`config.mk`:
```
export PLATFORM = sky130hd
export DESIGN_NAME = mips_mul_div_unit
export DESIGN_NICKNAME = d
export VERILOG_FILES = /design/src/rtl/mips_mul_div_unit.sv
export SDC_FILE = /design/constraint.sdc
export NUM_CORES = 2
export LEC_CHECK = 0
export BUFFER_PORTS_ARGS = -buffer_cell sky130_fd_sc_hd__buf_2
export CORE_MARGIN = 2
export CORE_UTILIZATION = 25
export CTS_CLUSTER_DIAMETER = 120
export DETAILED_ROUTE_END_ITERATION = 10
export HOLD_SLACK_MARGIN = 0.02
export PLACE_DENSITY = 0.39
export SKIP_CTS_REPAIR_TIMING = 1
export SYNTH_ARGS = -nofsm -noshare
export SYNTH_HDL_FRONTEND = slang
export SYNTH_SLANG_ARGS = --single-unit
```
`constraint.sdc`:
```
create_clock -name clock -period 8.7 [get_ports clock]
set_clock_uncertainty 0.2 [all_clocks]
set_input_delay 1.74 -clock clock [delete_from_list [all_inputs] [get_ports clock]]
set_output_delay 1.74 -clock clock [all_outputs]
set_load 0.03 [all_outputs]
```
`src/rtl/mips_mul_div_unit.sv`:
```
// mips_mul_div_unit
//   Multi-cycle multiply/divide unit. It owns the architectural HI/LO registers
//   and answers the EX-stage start/busy handshake.
//   - MULT/MULTU: the result lands after MUL_CYCLES busy cycles.
//   - DIV/DIVU: a radix-2 restoring divider that produces one quotient bit per
//     cycle over DIV_CYCLES busy cycles.
//   - MFHI/MFLO: read combinationally through dataRead.
//   - MTHI/MTLO: write in a single cycle; busy stays low.
//
// Ports:
//   clock, reset  clock and synchronous active-high reset
//   operand1      rs value: multiplicand, dividend, or MTHI/MTLO source
//   operand2      rt value: multiplier or divisor
//   operation     0 NONE, 1 MULT, 2 MULTU, 3 DIV, 4 DIVU,
//                 5 MFHI, 6 MFLO, 7 MTHI, 8 MTLO (9-15 act as NONE)
//   start         request; sampled only while busy is low
//   busy          registered; high while a mul/div is in flight
//   dataRead      HI for MFHI, LO for MFLO, otherwise 0
//   hi, lo        current HI/LO values
//
// State   | meaning
// IDLE    | waiting for start; MTHI/MTLO are handled here
// MUL     | multiply in flight, counting down MUL_CYCLES
// DIV     | divide in flight, one quotient bit per cycle
module mips_mul_div_unit #(
    parameter int MUL_CYCLES = 5,
    parameter int DIV_CYCLES = 32
) (
    input  logic        clock,
    input  logic        reset,
    input  logic [31:0] operand1,
    input  logic [31:0] operand2,
    input  logic [3:0]  operation,
    input  logic        start,
    output logic        busy,
    output logic [31:0] dataRead,
    output logic [31:0] hi,
    output logic [31:0] lo
);
    localparam logic [3:0] OP_MULT  = 4'd1;
    localparam logic [3:0] OP_MULTU = 4'd2;
    localparam logic [3:0] OP_DIV   = 4'd3;
    localparam logic [3:0] OP_DIVU  = 4'd4;
    localparam logic [3:0] OP_MFHI  = 4'd5;
    localparam logic [3:0] OP_MFLO  = 4'd6;
    localparam logic [3:0] OP_MTHI  = 4'd7;
    localparam logic [3:0] OP_MTLO  = 4'd8;

    typedef enum logic [1:0] {IDLE, MUL, DIV} state_t;

    state_t      state, state_next;
    logic [5:0]  cnt;
    logic [31:0] op_a;        // multiplicand, or the dividend magnitude as it shifts into the quotient
    logic [31:0] op_b;        // multiplier, or the divisor magnitude
    logic [31:0] rem;
    logic        mul_signed;
    logic        neg_q;
    logic        neg_r;
    logic        div_zero;

    logic        last;
    logic [63:0] a_ext, b_ext, product;
    logic [32:0] rem_shift, diff;
    logic [31:0] new_quo, new_rem;
    logic [31:0] q_fix, r_fix;
    logic        a_neg, b_neg;
    logic [31:0] abs1, abs2;

    // The terminal count is 1, so the counter value at load equals the number of busy cycles.
    assign last = (cnt == 6'd1);

    // Signedness comes from the latched flag, so the sign extension can be done at full width.
    assign a_ext   = mul_signed ? {{32{op_a[31]}}, op_a} : {32'd0, op_a};
    assign b_ext   = mul_signed ? {{32{op_b[31]}}, op_b} : {32'd0, op_b};
    assign product = a_ext * b_ext;

    // One restoring step: shift the next dividend bit into the remainder, then try the subtract.
    assign rem_shift = {rem, op_a[31]};
    assign diff      = rem_shift - {1'b0, op_b};
    assign new_quo   = {op_a[30:0], ~diff[32]};
    assign new_rem   = diff[32] ? rem_shift[31:0] : diff[31:0];
    assign q_fix     = neg_q ? -new_quo : new_quo;
    assign r_fix     = neg_r ? -new_rem : new_rem;

    assign a_neg = (operation == OP_DIV) && operand1[31];
    assign b_neg = (operation == OP_DIV) && operand2[31];
    assign abs1  = a_neg ? -operand1 : operand1;
    assign abs2  = b_neg ? -operand2 : operand2;

    always_comb begin
        dataRead = 32'd0;
        if (operation == OP_MFHI)
            dataRead = hi;
        else if (operation == OP_MFLO)
            dataRead = lo;
    end

    always_comb begin
        state_next = state;
        case (state)
            IDLE: begin
                if (start) begin
                    if (operation == OP_MULT || operation == OP_MULTU)
                        state_next = MUL;
                    else if (operation == OP_DIV || operation == OP_DIVU)
                        state_next = DIV;
                end
            end
            MUL:     if (last) state_next = IDLE;
            DIV:     if (last) state_next = IDLE;
            default: state_next = IDLE;
        endcase
    end

    always_ff @(posedge clock) begin
        if (reset) begin
            state      <= IDLE;
            busy       <= 1'b0;
            cnt        <= 6'd0;
            hi         <= 32'd0;
            lo         <= 32'd0;
            op_a       <= 32'd0;
            op_b       <= 32'd0;
            rem        <= 32'd0;
            mul_signed <= 1'b0;
            neg_q      <= 1'b0;
            neg_r      <= 1'b0;
            div_zero   <= 1'b0;
        end else begin
            state <= state_next;
            busy  <= (state_next != IDLE);
            case (state)
                IDLE: begin
                    if (start) begin
                        case (operation)
                            OP_MULT, OP_MULTU: begin
                                op_a       <= operand1;
                                op_b       <= operand2;
                                mul_signed <= (operation == OP_MULT);
                                cnt        <= 6'(MUL_CYCLES);
                            end
                            OP_DIV, OP_DIVU: begin
                                op_a     <= abs1;
                                op_b     <= abs2;
                                rem      <= 32'd0;
                                neg_q    <= a_neg ^ b_neg;
                                neg_r    <= a_neg;
                                div_zero <= (operand2 == 32'd0);
                                cnt      <= 6'(DIV_CYCLES);
                            end
                            OP_MTHI: hi <= operand1;
                            OP_MTLO: lo <= operand1;
                            default: ;
                        endcase
                    end
                end
                MUL: begin
                    cnt <= cnt - 6'd1;
                    if (last) begin
                        hi <= product[63:32];
                        lo <= product[31:0];
                    end
                end
                DIV: begin
                    cnt  <= cnt - 6'd1;
                    op_a <= new_quo;
                    rem  <= new_rem;
                    // A zero divisor still runs the full latency but leaves HI/LO untouched.
                    if (last && !div_zero) begin
                        lo <= q_fix;
                        hi <= r_fix;
                    end
                end
                default: ;
            endcase
        end
    end
endmodule

```
==> flow_summary.ini <==
[sta]
worst_slack_ns = -0.6956
rsz0062_at_grt = true
max_freq_mhz = 106.4
finalCritPeriodShare = 1.080
final_hold_violation_count = 0
timing.final.crit_period_ns = 9.396
timing.slew.headroom = 0.3432
worst_slew_pin_slew_ns = 0.9853
finalSetupViolations = 39
final_max_slew_viol_count = 0

[global_routing]
grt_max_degree = 72
first_global_vias = 51560
global_route_wire_length_before_repair_um = 356200
global_route.overflow_total = 0
antenna_found_initial = 10
grt.total_usage = 0.1957

[pwr]
share_clk_of_total_power = 0.221
seq_power_share = 0.216
power.density_mw_per_mm2 = 54.72
worst_ir_drop_vdd_mv = 0.1518
power.share.combinational = 0.563
power_switching_w = 0.001944
switching_share = 0.4808
internal_power_w = 0.002100
power_leakage_nw = 36.12

[synthesis]
ys_types = 88
synth_seq_area_share = 0.05721
synth_top_area_frac = 0.4696
yosysTopAreaCell = fa_1
synth_warnings = 0
synth_top_flop_cell = dfxtp_1
synth.top_cells.by_area = fa_1, inv_1, ha_1
synth.net_count = 8704
syn-cell-area_mm2 = 0.06054
post_synth_arst_share = 0
netlist_instances = 6862
synth-edff-count = 0
average_size_of_a_mapped_cell_um2 = 8.822
yosys_register_bits = 173

[critical_path]
crit_path_capture = hi[29]$_SDFFE_PP0P_
arrival_ns = 9.61
worstSetupPathType = flip-flop to flip-flop
crit_top_cell = fa_1
setup.worst_path.end_class = flip-flop
path_max_fanout = 7
critical-path-max-stage-delay_ns = 0.59
crit_required_ns = 8.92
cpMaxStageDelayCell = fa_2
r2r_end = hi[29]$_SDFFE_PP0P_
rr_startpoint = op_b[8]$_SDFFE_PP0P_
critical_path.startpoint = op_b[8]$_SDFFE_PP0P_
r2r.worst_path.cells = 34
r2r_slack_ns = -0.70
setup_crit_start_kind = flip-flop

[routing]
final_routed_wirelength_um = 239300
routed-via-count = 48540
route.detailed.drc = 0
drt-pass1-iter-count = 6
route.detailed.wl_per_inst_um = 22.37
detail_route.iter0.violations = 2953
number_of_nets_with_antenna_violations_after_detailed_routing = 0
viasPerCell = 4.538

[job]
maxCapViolations = 0

[floorplan]
initial_utilization = 0.2514
core_region_area_mm2 = 0.2408
io_pins = 168
standard_cell_row_count = 180
die_height_um = 496.1
floorplan.die.width_um = 496.1
die_area_mm2 = 0.2461

[placed_design]
finalWeightedCongestion = 0.8962
numPortBuffers = 167
dpl-instance-area_mm2 = 0.07096
hpwl_um = 209900

[final_layout]
finalNetCount = 9337
layout-drive-gt1-share = 0.1932
mostFrequentLayoutCells = inv_1, fa_1, nand2_1, buf_4, and2_1
layout.core_utilization = 0.3069
layout_commonest_cell = inv_1
fin_area_mm2 = 0.07390
nFillCells = 25400
layout-area-overhead-vs-synth_pct = 22.08

[cts]
tritoncts = yes
cts.reportedPaths.clkPinSlew_ns = 0.08
cts.root.buffer_cell = clkbuf_16
h_tree_level_count = 4
clk_latency_ns = 0.54
cts_buffers = 17
cts.path.max_buffers = 2
tritoncts_num_sinks = 173

[run_status]
violations = negative setup slack
outcome = complete, but fails checks

[hold_path]
worst_hold_path_type = flip-flop to flip-flop
==> sequential cells by signal, summed over array words and instances (netlist names) <==
name / count
neg_q: 1
state: 2
cnt: 6
lo: 32
rem: 32
div_zero: 1
neg_r: 1
op_b: 32
busy: 1
mul_signed: 1
hi: 32
op_a: 32
==> worst min path at each step <==
stage,start,end,slack [ns],depth (start not counted)
final,cnt[4]$_SDFFE_PP0P_,cnt[4]$_SDFFE_PP0P_,0.29,2
after global routing,hi[14]$_SDFFE_PP0P_,hi[14]$_SDFFE_PP0P_,0.32,2
after CTS,lo[26]$_SDFFE_PP0P_,lo[26]$_SDFFE_PP0P_,0.30,2
after detailed placement,cnt[4]$_SDFFE_PP0P_,cnt[4]$_SDFFE_PP0P_,0.28,2
after global placement,cnt[4]$_SDFFE_PP0P_,cnt[4]$_SDFFE_PP0P_,0.27,2
after floorplan,cnt[4]$_SDFFE_PP0P_,cnt[4]$_SDFFE_PP0P_,0.25,2
==> cells by family (layout without fill, tap and decap cells) <==
family                   after synthesis  after routing  share of synthesized area
buffers and inverters               1965           2609                     0.1222
AND/OR/NAND/NOR                     1890           1890                     0.1508
adder cells (fa/ha/maj)             1773           1773                     0.5425
other                                  0              5                          0
flip-flops                           173            173                    0.05721
multiplexers                          18             18                   0.003038
XOR/XNOR                             246            246                    0.03559
AO/OA/AOI/OAI                        797            797                    0.08869
==> per-layer routing <==
layer,global-route usage,share of wire,up-vias
met3,0.01380,0.041,126
met5,0,0.00011,-
met1,0.2998,0.50,25400
li1,-,-,21930
met4,0.02831,0.016,4
met2,0.3055,0.45,1076
==> cell type report <==
| type | instances | area [um2] | share of cell area |
|---|---|---|---|
| flip-flops and latches | 173 | 3570 | 0.04830 |
| clock buffers | 19 | 442.9 | 0.005994 |
| repair buffers | 994 | 8473 | 0.1147 |
| clock inverters | 11 | 127.6 | 0.001727 |
| inverters | 1585 | 5962 | 0.08068 |
| well taps | 3185 | 3985 | 0.05393 |
| multi-input cells | 4724 | 51330 | 0.6945 |
| diodes | 5 | 12.51 | 0.0001693 |
==> metrics by stage <==
stage	TNS (ns)	hold slack [ns]	std cells	power (W)	setup slack, ns
after floorplan	-0.2437	0.2545	6862	0.001995	-0.1499
after CTS	-29.53	0.2962	10640	0.003939	-1.137
after global routing	-26.67	0.3184	10690	0.004286	-0.9982
final	-13.81	0.2912	10700	0.004044	-0.6956
after global placement	-25.71	0.2747	10610	0.003022	-1.048
after detailed placement	-25.31	0.2777	10610	0.003005	-1.018
==> power by group through the flow <==
stage / logic (W) / clock network, W / registers [W]
floorplan: 0.00112 / 0 / 0.000876
global placement: 0.00213 / 0 / 0.000893
detailed placement: 0.00211 / 0 / 0.000893
CTS: 0.00214 / 0.000922 / 0.000875
global route: 0.00247 / 0.000940 / 0.000877
finish: 0.00228 / 0.000893 / 0.000873
==> critical path, delay by kind of cell (launching register included) <==
family	cells	cell delay (ns)
xor+xnor	1	0.20
buf+inv	9	0.80
flops	1	0.35
compound gates	11	2.31
fa+ha+maj	11	4.91
simple gates	2	0.47
==> Yosys cell counts, types with 28 or more instances <==
library cell,instances
xnor2_1,165
xor2_1,81
nand2b_1,28
a211oi_1,55
fa_1,1420
nand3_1,29
nor2_1,326
o31ai_1,31
and2_1,530
nor3_1,55
a22o_1,35
o211ai_1,36
o21ai_0,150
a21o_1,43
and3_1,31
a221oi_1,39
ha_1,351
buf_1,35
dfxtp_1,173
a21oi_1,218
nand2_1,749
or3_1,33
clkbuf_1,336
inv_1,1584
No activity file was read; power rests on OpenSTA's default activity.
